--- src/rtl/pc_sequencer_pkg.sv ---
// Shared types and defaults for the program-counter sequencer.
package pc_sequencer_pkg;

    localparam int unsigned D_DEF     = 9;
    localparam int unsigned CNT_W_DEF = 16;

    typedef enum logic [1:0] {
        IDLE = 2'd0,
        RUN  = 2'd1,
        HALT = 2'd2
    } state_e;

    // Reset contents of the relative-branch offset table (two's complement).
    localparam int OFS0 = -5;
    localparam int OFS1 = 20;
    localparam int OFS2 = -1;
    localparam int OFS3 = 0;

endpackage

--- src/rtl/pc_sequencer_if.sv ---
// Decode/fetch-side signal bundle of the PC sequencer.
interface pc_sequencer_if
    import pc_sequencer_pkg::*;
#(
    parameter int unsigned D     = D_DEF,
    parameter int unsigned CNT_W = CNT_W_DEF
);
    logic             start;
    logic [D-1:0]     start_addr;
    logic             stall;
    logic             branch_en;
    logic [1:0]       branch_sel;
    logic             done_in;
    logic             cfg_we;
    logic [1:0]       cfg_addr;
    logic [D-1:0]     cfg_data;
    logic [D-1:0]     pc;
    logic             running;
    logic             halted;
    logic [CNT_W-1:0] instr_count;

    modport master (
        output start, start_addr, stall, branch_en, branch_sel, done_in,
               cfg_we, cfg_addr, cfg_data,
        input  pc, running, halted, instr_count
    );

    modport slave (
        input  start, start_addr, stall, branch_en, branch_sel, done_in,
               cfg_we, cfg_addr, cfg_data,
        output pc, running, halted, instr_count
    );
endinterface

--- src/rtl/branch_offset_table.sv ---
// 4-entry writable table of relative branch offsets; combinational read of registered contents.
module branch_offset_table
    import pc_sequencer_pkg::*;
#(
    parameter int unsigned D = D_DEF
) (
    input  logic         clk,
    input  logic         reset_n,
    input  logic         we_i,
    input  logic [1:0]   waddr_i,
    input  logic [D-1:0] wdata_i,
    input  logic [1:0]   raddr_i,
    output logic [D-1:0] rdata_o
);
    logic [D-1:0] tbl_q [4];

    always_ff @(posedge clk or negedge reset_n) begin
        if (!reset_n) begin
            tbl_q[0] <= D'(OFS0);
            tbl_q[1] <= D'(OFS1);
            tbl_q[2] <= D'(OFS2);
            tbl_q[3] <= D'(OFS3);
        end else if (we_i) begin
            tbl_q[waddr_i] <= wdata_i;
        end
    end

    // A same-cycle write is not forwarded: readers see the old value until the next edge.
    assign rdata_o = tbl_q[raddr_i];
endmodule

--- src/rtl/pc_sequencer.sv ---
// PC register, run/halt FSM and saturating retire counter for the single-cycle core.
module pc_sequencer
    import pc_sequencer_pkg::*;
#(
    parameter int unsigned D     = D_DEF,
    parameter int unsigned CNT_W = CNT_W_DEF
) (
    input  logic         clk,
    input  logic         reset_n,
    pc_sequencer_if.slave bus
);
    state_e           state_q, state_d;
    logic [D-1:0]     pc_q, pc_d;
    logic [CNT_W-1:0] cnt_q, cnt_d;
    logic [CNT_W-1:0] cnt_inc;
    logic [D-1:0]     ofs;

    branch_offset_table #(.D(D)) u_table (
        .clk     (clk),
        .reset_n (reset_n),
        .we_i    (bus.cfg_we),
        .waddr_i (bus.cfg_addr),
        .wdata_i (bus.cfg_data),
        .raddr_i (bus.branch_sel),
        .rdata_o (ofs)
    );

    assign cnt_inc = (cnt_q == '1) ? cnt_q : cnt_q + CNT_W'(1);

    always_comb begin
        state_d = state_q;
        pc_d    = pc_q;
        cnt_d   = cnt_q;
        unique case (state_q)
            IDLE, HALT: begin
                if (bus.start) begin
                    state_d = RUN;
                    pc_d    = bus.start_addr;
                    cnt_d   = '0;
                end
            end
            RUN: begin
                // Stall freezes everything; otherwise the instruction retires.
                if (!bus.stall) begin
                    cnt_d = cnt_inc;
                    if (bus.done_in)
                        state_d = HALT;
                    else if (bus.branch_en)
                        pc_d = pc_q + ofs;
                    else
                        pc_d = pc_q + D'(1);
                end
            end
            default: state_d = IDLE;
        endcase
    end

    always_ff @(posedge clk or negedge reset_n) begin
        if (!reset_n) begin
            state_q <= IDLE;
            pc_q    <= '0;
            cnt_q   <= '0;
        end else begin
            state_q <= state_d;
            pc_q    <= pc_d;
            cnt_q   <= cnt_d;
        end
    end

    assign bus.pc          = pc_q;
    assign bus.running     = (state_q == RUN);
    assign bus.halted      = (state_q == HALT);
    assign bus.instr_count = cnt_q;
endmodule

--- src/flat_wrapper.sv ---
// flat-port wrapper written by rule: the top's interface ports become plain ports
module pc_sequencer_flat import pc_sequencer_pkg::*;
#(
    parameter int unsigned D     = D_DEF,
    parameter int unsigned CNT_W = CNT_W_DEF
)
  (clk, reset_n, bus_start, bus_start_addr, bus_stall, bus_branch_en, bus_branch_sel, bus_done_in, bus_cfg_we, bus_cfg_addr, bus_cfg_data, bus_pc, bus_running, bus_halted, bus_instr_count);
  pc_sequencer_if #(.D(D), .CNT_W(CNT_W)) bus_i ();
  input  logic clk;
  input  logic reset_n;
  input wire logic [$bits(bus_i.start)-1:0] bus_start;
  input wire logic [$bits(bus_i.start_addr)-1:0] bus_start_addr;
  input wire logic [$bits(bus_i.stall)-1:0] bus_stall;
  input wire logic [$bits(bus_i.branch_en)-1:0] bus_branch_en;
  input wire logic [$bits(bus_i.branch_sel)-1:0] bus_branch_sel;
  input wire logic [$bits(bus_i.done_in)-1:0] bus_done_in;
  input wire logic [$bits(bus_i.cfg_we)-1:0] bus_cfg_we;
  input wire logic [$bits(bus_i.cfg_addr)-1:0] bus_cfg_addr;
  input wire logic [$bits(bus_i.cfg_data)-1:0] bus_cfg_data;
  output wire logic [$bits(bus_i.pc)-1:0] bus_pc;
  output wire logic [$bits(bus_i.running)-1:0] bus_running;
  output wire logic [$bits(bus_i.halted)-1:0] bus_halted;
  output wire logic [$bits(bus_i.instr_count)-1:0] bus_instr_count;
  assign bus_i.start = bus_start;
  assign bus_i.start_addr = bus_start_addr;
  assign bus_i.stall = bus_stall;
  assign bus_i.branch_en = bus_branch_en;
  assign bus_i.branch_sel = bus_branch_sel;
  assign bus_i.done_in = bus_done_in;
  assign bus_i.cfg_we = bus_cfg_we;
  assign bus_i.cfg_addr = bus_cfg_addr;
  assign bus_i.cfg_data = bus_cfg_data;
  assign bus_pc = bus_i.pc;
  assign bus_running = bus_i.running;
  assign bus_halted = bus_i.halted;
  assign bus_instr_count = bus_i.instr_count;
  pc_sequencer #(.D(D), .CNT_W(CNT_W)) u_core (.clk(clk), .reset_n(reset_n), .bus(bus_i));
endmodule
--- config.mk ---
export PLATFORM = sky130hd
export DESIGN_NAME = pc_sequencer_flat
export DESIGN_NICKNAME = d
export VERILOG_FILES = /design/src/rtl/pc_sequencer_pkg.sv /design/src/rtl/pc_sequencer_if.sv /design/src/rtl/branch_offset_table.sv /design/src/rtl/pc_sequencer.sv /design/src/flat_wrapper.sv
export SDC_FILE = /design/constraint.sdc
export NUM_CORES = 1
export LEC_CHECK = 0
export ABC_AREA = 0
export CORE_UTILIZATION = 43
export CTS_BUF_LIST = sky130_fd_sc_hd__clkbuf_16
export CTS_CLUSTER_DIAMETER = 100
export DETAILED_ROUTE_END_ITERATION = 16
export MAX_ROUTING_LAYER = met4
export PLACE_DENSITY = 0.66
export SYNTH_ARGS = -nofsm -noshare
export SYNTH_HDL_FRONTEND = slang
export SYNTH_SLANG_ARGS = --single-unit
export TNS_END_PERCENT = 5
--- constraint.sdc ---
create_clock -name clk -period 5.15 [get_ports clk]
set_input_delay 1.03 -clock clk [delete_from_list [all_inputs] [get_ports clk]]
set_output_delay 1.03 -clock clk [all_outputs]
set_load 0.01 [all_outputs]
==> impl_metrics.xml, run 1 <==
<?xml version="1.0" encoding="UTF-8"?>
<metrics>
  <group name="outcome">
    <metric name="outcome" unit="">finished, final reports clean</metric>
  </group>
  <group name="cells_and_area">
    <metric name="nets" unit="">400</metric>
    <metric name="num_antenna_cells" unit="">0</metric>
    <metric name="layout_common_cells" unit="">sky130_fd_sc_hd__clkdlybuf4s50_1 (54), sky130_fd_sc_hd__dfrtp_1 (44), sky130_fd_sc_hd__mux2_2 (39), sky130_fd_sc_hd__nand2_1 (20)</metric>
    <metric name="layout-area-overhead-vs-synth" unit="%">28.09</metric>
    <metric name="ratio_of_cells_with_drive_above_1_in_the_final_layout" unit="%">26.23</metric>
    <metric name="layout_commonest_cell" unit="">sky130_fd_sc_hd__clkdlybuf4s50_1</metric>
    <metric name="final-instance-count-excl-fill" unit="">468</metric>
  </group>
  <group name="die">
    <metric name="die_boundary_width" unit="um">91.67</metric>
    <metric name="die_area" unit="um^2">8402</metric>
    <metric name="std_cell_rows" unit="">32</metric>
    <metric name="core_area" unit="um^2">7767</metric>
    <metric name="dieHeight" unit="um">91.67</metric>
    <metric name="start_util" unit="%">44.51</metric>
    <metric name="pin_count" unit="">56</metric>
  </group>
  <group name="clocking">
    <metric name="total_cts_buffers" unit="">9</metric>
    <metric name="tritoncts" unit="">built</metric>
    <metric name="tritoncts_num_sinks" unit="">63</metric>
    <metric name="ctsHoldBuffers" unit="">0</metric>
    <metric name="worst_skew_pair_latency" unit="ns">0.33</metric>
    <metric name="cts_root_buf" unit="">sky130_fd_sc_hd__clkbuf_16</metric>
    <metric name="cts.repair_timing.setup_buffer_count" unit="">0</metric>
    <metric name="cts-resized-gates" unit="">0</metric>
    <metric name="cts-htree-levels" unit="">3</metric>
    <metric name="clkSlewWorstSetupHoldPaths" unit="ns">0.05</metric>
    <metric name="clock_path_buffers" unit="">2</metric>
  </group>
  <group name="routing">
    <metric name="post-route-drc-count" unit="">0</metric>
    <metric name="drt-total-wl" unit="um">7513</metric>
    <metric name="wl_met2" unit="um">3341</metric>
    <metric name="route.met3.wl" unit="um">317</metric>
    <metric name="route.antenna.remaining_nets" unit="">0</metric>
    <metric name="length_of_routed_wiring_on_met1" unit="um">3696</metric>
    <metric name="via_count" unit="">2644</metric>
    <metric name="first_pass_iters" unit="">4</metric>
    <metric name="violation_count_after_the_first_detailed_routing_iteration" unit="">160</metric>
    <metric name="top_signal_layer_used" unit="">met4</metric>
    <metric name="route.detailed.vias_per_inst" unit="">5.650</metric>
    <metric name="average_wire_length_per_cell_after_detail_routing" unit="um">16.05</metric>
  </group>
  <group name="global_route">
    <metric name="globalRouteOverflowTotal" unit="">0</metric>
    <metric name="grt_max_degree" unit="">64</metric>
    <metric name="grt_pass1_wl" unit="um">12850</metric>
    <metric name="antenna_found_initial" unit="">0</metric>
    <metric name="grt_pass1_vias" unit="">2555</metric>
    <metric name="groute.usage.overall" unit="%">20.35</metric>
  </group>
  <group name="timing">
    <metric name="fin_worst_hold_slack" unit="ns">0.5018</metric>
    <metric name="clock.fmax" unit="MHz">264.0</metric>
    <metric name="final_period_minus_worst_setup_slack" unit="ns">3.788</metric>
    <metric name="setup_viol" unit="">0</metric>
    <metric name="layout_worst_path_cycle_share" unit="%">73.56</metric>
    <metric name="max-slew-margin-rel" unit="%">44.17</metric>
    <metric name="worst_clock_skew" unit="ns">0.005060</metric>
    <metric name="finalSetupTns" unit="ns">0</metric>
    <metric name="worstMarginPinSlew" unit="ns">0.8337</metric>
    <metric name="grt_setup_unrepaired" unit="">false</metric>
    <metric name="finalHoldViolations" unit="">0</metric>
    <metric name="timing.final.max_slew_violations" unit="">0</metric>
  </group>
  <group name="power_and_ir_drop">
    <metric name="comb_power_share" unit="%">33.4</metric>
    <metric name="power.ir.vdd_worst" unit="mV">0.1849</metric>
    <metric name="p_clk_share" unit="%">31.9</metric>
    <metric name="intPower" unit="mW">1.387</metric>
    <metric name="net_switching_power_of_the_design" unit="mW">0.6578</metric>
    <metric name="share_seq_of_total_power" unit="%">34.7</metric>
    <metric name="power" unit="mW">2.045</metric>
    <metric name="switching_share" unit="%">32.17</metric>
    <metric name="powerDensity" unit="nW/um^2">461.8</metric>
    <metric name="p_leak" unit="nW">1.773</metric>
  </group>
  <group name="placement">
    <metric name="dp.cells" unit="">452</metric>
    <metric name="dp.final_hpwl" unit="um">5231</metric>
    <metric name="port_buffers" unit="">55</metric>
    <metric name="routabilityCongestion" unit="">0.8236</metric>
  </group>
  <group name="setup_path">
    <metric name="critical_path.endpoint_type" unit="">flop</metric>
    <metric name="r2r.worst_path.cells" unit="">10</metric>
    <metric name="path_class" unit="">primary input to flop</metric>
    <metric name="crit-reg2reg-capture" unit="">u_core.bus.pc[6]</metric>
    <metric name="cp_max_fo" unit="">10</metric>
    <metric name="cp-start-kind" unit="">primary input</metric>
    <metric name="worst_ep_required_time" unit="ns">5.40</metric>
    <metric name="setup.reg_to_reg.worst_slack" unit="ns">2.54</metric>
    <metric name="worstReg2RegStart" unit="">u_core.u_table.tbl_q[9]</metric>
    <metric name="worst-endpoint-arrival" unit="ns">4.04</metric>
  </group>
  <group name="min_path">
    <metric name="hold_path_end" unit="">u_core.u_table.tbl_q[8]</metric>
    <metric name="hold_path_depth" unit="">1</metric>
    <metric name="holdCritPathClass" unit="">flop to flop</metric>
    <metric name="hold_start" unit="">u_core.u_table.tbl_q[8]</metric>
  </group>
  <group name="yosys">
    <metric name="synth-seq-area-share" unit="%">46.29</metric>
    <metric name="synth_flop_cell" unit="">sky130_fd_sc_hd__dfrtp_1</metric>
    <metric name="yosys_register_bits" unit="">63</metric>
    <metric name="ys_warn_count" unit="">0</metric>
    <metric name="netlist_top_cells_area" unit="">sky130_fd_sc_hd__dfrtp_1 (32%), sky130_fd_sc_hd__dfstp_2 (14%), sky130_fd_sc_hd__mux2_2 (13%), sky130_fd_sc_hd__mux4_2 (5.2%), sky130_fd_sc_hd__ha_1 (3.3%)</metric>
    <metric name="synthCells" unit="">302</metric>
    <metric name="mappedNetlistNets" unit="">341</metric>
    <metric name="synthArstFlopShare" unit="%">100.0</metric>
    <metric name="unique_masters_post_synth" unit="">55</metric>
    <metric name="number_of_enable_type_register_cells_in_the_synthesized_netlist" unit="">0</metric>
    <metric name="synth_largest_area_cell" unit="">sky130_fd_sc_hd__dfrtp_1</metric>
    <metric name="post_synth_instance_area" unit="um^2">3457</metric>
    <metric name="syn_area_per_cell" unit="um^2">11.45</metric>
    <metric name="yosys.area.top_type_share" unit="%">31.85</metric>
  </group>
  <group name="flow_run">
    <metric name="max_cap_violations" unit="">0</metric>
  </group>
</metrics>
worst max path at each step:
stage                      startpoint                to  slack, ns  depth (start not counted)
finish              bus_branch_sel[1]  u_core.bus.pc[7]       1.36                         10
global route        bus_branch_sel[0]  u_core.bus.pc[6]       1.09                         11
CTS                 bus_branch_sel[0]  u_core.bus.pc[6]       1.31                         11
detailed placement  bus_branch_sel[0]  u_core.bus.pc[6]       0.99                         11
global placement    bus_branch_sel[0]  u_core.bus.pc[6]       1.08                         11
floorplan           bus_branch_sel[1]  u_core.bus.pc[7]       1.77                         10
through the flow:
step	utilization (%)	area (um^2)	worst slack (ns)
finish	57.01	4428	1.362
global placement	52.85	4105	1.078
CTS	57.01	4428	1.305
floorplan	-	3457	1.771
global route	57.01	4428	1.086
detailed placement	52.85	4105	0.9926
cell type report:
class / count / area (um^2)
Inverter: 9 / 33.78
Multi-Input combinational cell: 221 / 1783
Clock buffer: 9 / 225.2
Fill cell: 676 / 3339
Sequential cell: 63 / 1600
Tap cell: 102 / 127.6
Clock inverter: 7 / 97.59
Timing Repair Buffer: 57 / 560.5
power groups by stage:
stage          registers [mW]  logic [mW]  clock network (mW)
2_1_floorplan           0.706       0.449                   0
3_3_place_gp            0.714       0.678                   0
3_5_place_dp            0.717       0.687                   0
4_1_cts                 0.710       0.689               0.665
5_1_grt                 0.726       0.761               0.686
6_report                0.709       0.683               0.652
state kept, by name (all words and copies together) (netlist names):
register,flops
u_core.bus.pc,9
u_core.u_table.tbl_q,36
u_core.bus.instr_count,16
u_core.state_q,2
synthesized netlist by cell type, drive strengths merged (2+ instances only):
cell type	n
a211oi	3
a21oi	18
a22o	3
a31oi	3
and2	8
and3	3
buf	4
clkbuf	5
dfrtp	44
dfstp	19
ha	9
inv	9
mux2	39
mux2i	4
mux4	8
nand2	20
nand2b	5
nand3	12
nand3b	2
nand4	2
nor2	19
nor2b	3
nor3	3
nor3b	2
o2111ai	5
o211ai	5
o21a	4
o21ai	11
o31ai	3
or3	5
or4	3
xnor2	2
xor2	4
worst max-delay path, stage by stage:
cell	delay (ns)
sky130_fd_sc_hd__clkdlybuf4s50_1	0.80
sky130_fd_sc_hd__mux2_2	0.39
sky130_fd_sc_hd__o211ai_1	0.32
sky130_fd_sc_hd__inv_1	0.09
sky130_fd_sc_hd__ha_1	0.30
sky130_fd_sc_hd__a211oi_1	0.30
sky130_fd_sc_hd__o21bai_1	0.15
sky130_fd_sc_hd__a22oi_1	0.16
sky130_fd_sc_hd__mux2_2	0.35
sky130_fd_sc_hd__a21oi_1	0.14
routing by layer:
| metal | global-route usage (%) | vias up |
|---|---|---|
| li1 | - | 1255 |
| met1 | 28.08 | 1302 |
| met2 | 29.01 | 72 |
| met3 | 4.312 | 15 |
| met4 | 8.730 | 0 |
| met5 | - | - |
cells by family (layout without fill, tap and decap cells):
| group | count (synthesis) | after routing | synth area share (%) |
|---|---|---|---|
| DFF | 63 | 63 | 46.29 |
| adders and majority gates | 10 | 10 | 3.836 |
| AOI/OAI and AO/OA | 63 | 63 | 12.96 |
| muxes | 51 | 51 | 19.07 |
| buffers and inverters | 18 | 82 | 2.280 |
| xor gates and xnor gates | 6 | 6 | 1.520 |
| and+or+nand+nor | 91 | 91 | 14.04 |
Power figures use the tool's default switching activity.
==> inputs of run 2 (changes only) <==
==> constraint.sdc (replaced) <==
create_clock -name clk -period 3.8 [get_ports clk]
set_input_delay 0.76 -clock clk [delete_from_list [all_inputs] [get_ports clk]]
set_output_delay 0.76 -clock clk [all_outputs]
set_load 0.01 [all_outputs]
==> impl_metrics.xml, run 2 (synthesized netlist as in run 1, its figures left out) <==
<?xml version="1.0" encoding="UTF-8"?>
<metrics>
  <group name="die">
    <metric name="die_boundary_width" unit="um">91.67</metric>
    <metric name="start_util" unit="%">44.51</metric>
    <metric name="dieHeight" unit="um">91.67</metric>
    <metric name="core_area" unit="um^2">7767</metric>
    <metric name="die_area" unit="um^2">8402</metric>
    <metric name="pin_count" unit="">56</metric>
    <metric name="std_cell_rows" unit="">32</metric>
  </group>
  <group name="clocking">
    <metric name="tritoncts" unit="">built</metric>
    <metric name="cts.repair_timing.setup_buffer_count" unit="">0</metric>
    <metric name="total_cts_buffers" unit="">9</metric>
    <metric name="clkSlewWorstSetupHoldPaths" unit="ns">0.06</metric>
    <metric name="cts-resized-gates" unit="">0</metric>
    <metric name="tritoncts_num_sinks" unit="">63</metric>
    <metric name="cts-htree-levels" unit="">3</metric>
    <metric name="cts_root_buf" unit="">sky130_fd_sc_hd__clkbuf_16</metric>
    <metric name="clock_path_buffers" unit="">2</metric>
    <metric name="ctsHoldBuffers" unit="">0</metric>
    <metric name="worst_skew_pair_latency" unit="ns">0.33</metric>
  </group>
  <group name="timing">
    <metric name="max-slew-margin-rel" unit="%">57.00</metric>
    <metric name="finalHoldViolations" unit="">0</metric>
    <metric name="layout_worst_path_cycle_share" unit="%">85.71</metric>
    <metric name="setup_viol" unit="">0</metric>
    <metric name="final_period_minus_worst_setup_slack" unit="ns">3.257</metric>
    <metric name="worst_clock_skew" unit="ns">0.008806</metric>
    <metric name="finalSetupTns" unit="ns">0</metric>
    <metric name="grt_setup_unrepaired" unit="">false</metric>
    <metric name="worstMarginPinSlew" unit="ns">0.6361</metric>
    <metric name="clock.fmax" unit="MHz">307.0</metric>
    <metric name="timing.final.max_slew_violations" unit="">0</metric>
  </group>
  <group name="cells_and_area">
    <metric name="layout_common_cells" unit="">sky130_fd_sc_hd__clkdlybuf4s50_1 (54), sky130_fd_sc_hd__dfrtp_1 (44), sky130_fd_sc_hd__mux2_2 (39), sky130_fd_sc_hd__nand2_1 (20)</metric>
    <metric name="postLayoutCellArea" unit="um^2">4452</metric>
    <metric name="ratio_of_cells_with_drive_above_1_in_the_final_layout" unit="%">26.42</metric>
    <metric name="filler_cell_count" unit="">672</metric>
    <metric name="layout_commonest_cell" unit="">sky130_fd_sc_hd__clkdlybuf4s50_1</metric>
    <metric name="num_antenna_cells" unit="">0</metric>
    <metric name="layout-area-overhead-vs-synth" unit="%">28.77</metric>
    <metric name="largest_register_ffs" unit="">36</metric>
    <metric name="nets" unit="">405</metric>
    <metric name="top_register" unit="">u_core.u_table.tbl_q</metric>
  </group>
  <group name="setup_path">
    <metric name="worst_ep_required_time" unit="ns">4.05</metric>
    <metric name="path_class" unit="">primary input to flop</metric>
    <metric name="cp_max_fo" unit="">6</metric>
    <metric name="cp-start-kind" unit="">primary input</metric>
    <metric name="worst-endpoint-arrival" unit="ns">3.50</metric>
    <metric name="critical_path.endpoint_type" unit="">flop</metric>
  </group>
  <group name="routing">
    <metric name="route.antenna.remaining_nets" unit="">0</metric>
    <metric name="post-route-drc-count" unit="">0</metric>
    <metric name="violation_count_after_the_first_detailed_routing_iteration" unit="">132</metric>
    <metric name="first_pass_iters" unit="">4</metric>
    <metric name="average_wire_length_per_cell_after_detail_routing" unit="um">16.13</metric>
    <metric name="route.detailed.vias_per_inst" unit="">5.442</metric>
    <metric name="via_count" unit="">2574</metric>
    <metric name="drt-total-wl" unit="um">7630</metric>
  </group>
  <group name="global_route">
    <metric name="grt_pass1_wl" unit="um">12810</metric>
    <metric name="globalRouteOverflowTotal" unit="">0</metric>
    <metric name="groute.usage.overall" unit="%">20.29</metric>
    <metric name="grt_pass1_vias" unit="">2486</metric>
    <metric name="antenna_found_initial" unit="">0</metric>
    <metric name="grt_max_degree" unit="">42</metric>
  </group>
  <group name="placement">
    <metric name="routabilityCongestion" unit="">0.8721</metric>
    <metric name="placedInstanceArea" unit="um^2">4138</metric>
    <metric name="port_buffers" unit="">55</metric>
    <metric name="dp.final_hpwl" unit="um">5419</metric>
  </group>
  <group name="power_and_ir_drop">
    <metric name="power.ir.vdd_worst" unit="mV">0.2704</metric>
    <metric name="powerDensity" unit="nW/um^2">622.8</metric>
    <metric name="p_leak" unit="nW">1.798</metric>
  </group>
  <group name="flow_run">
    <metric name="max_cap_violations" unit="">0</metric>
  </group>
  <group name="min_path">
    <metric name="holdCritPathClass" unit="">primary input to async pin</metric>
  </group>
  <group name="outcome">
    <metric name="outcome" unit="">finished, final reports clean</metric>
  </group>
</metrics>
==> run 2: where the power goes <==
part | internal (mW) | total (mW) | switching (mW)
logic | 0.470 | 0.941 | 0.471
clock network | 0.569 | 0.862 | 0.294
registers | 0.843 | 0.970 | 0.127
==> run 2: path summary, 6_finish.rpt <==
check	startpoint	end	slack [ns]	depth (start not counted)
worst max register to register	u_core.u_table.tbl_q[27]	u_core.bus.pc[6]	1.17	10
max in group asynchronous	reset_n	u_core.u_table.tbl_q[33]	2.45	2
worst min register to register	u_core.u_table.tbl_q[23]	u_core.u_table.tbl_q[23]	0.50	1
worst min-delay path	reset_n	u_core.bus.instr_count[9]	0.42	1
worst max-delay path	bus_branch_sel[1]	u_core.bus.pc[7]	0.54	10
min in group clk	u_core.u_table.tbl_q[23]	u_core.u_table.tbl_q[23]	0.50	1
==> run 2: metal layers <==
| layer | up-vias | share of wire [%] | global-route usage (%) |
|---|---|---|---|
| li1 | 1256 | - | - |
| met1 | 1265 | 49 | 27.62 |
| met2 | 45 | 46 | 30.26 |
| met3 | 8 | 3.1 | 3.814 |
| met4 | 0 | 1.3 | 7.672 |
| met5 | - | 0 | - |
==> run 2: layout make-up <==
cell class | count | area [um^2] | area share [%]
clock buffers | 9 | 225.2 | 5.059
repair buffers | 62 | 598.1 | 13.43
clock inverters | 7 | 88.84 | 1.996
well taps | 102 | 127.6 | 2.867
inverters | 9 | 33.78 | 0.7589
multi-input cells | 221 | 1778 | 39.94
flip-flops and latches | 63 | 1600 | 35.95
==> run 2: stage by stage <==
| step | total power [mW] | utilization [%] | instances | setup WS (ns) | hold slack (ns) |
|---|---|---|---|---|---|
| after floorplan | 1.566 | - | 302 | 0.6906 | 0.4644 |
| after global placement | 1.897 | 53.27 | 457 | 0.2389 | 0.4834 |
| after detailed placement | 1.915 | 53.27 | 457 | 0.2182 | 0.4931 |
| after CTS | 2.794 | 57.31 | 473 | 0.5405 | 0.4249 |
| after global routing | 2.934 | 57.31 | 473 | 0.3222 | 0.4556 |
| final | 2.773 | 57.31 | 473 | 0.5430 | 0.4187 |
==> run 2: worst max-delay path, stage by stage <==
cell	delay, ns
sky130_fd_sc_hd__clkdlybuf4s50_1	0.60
sky130_fd_sc_hd__mux2_2	0.37
sky130_fd_sc_hd__o211ai_1	0.30
sky130_fd_sc_hd__inv_1	0.09
sky130_fd_sc_hd__ha_1	0.30
sky130_fd_sc_hd__a211oi_1	0.29
sky130_fd_sc_hd__o21bai_1	0.14
sky130_fd_sc_hd__a22oi_1	0.17
sky130_fd_sc_hd__mux2_2	0.36
sky130_fd_sc_hd__a21oi_1	0.13
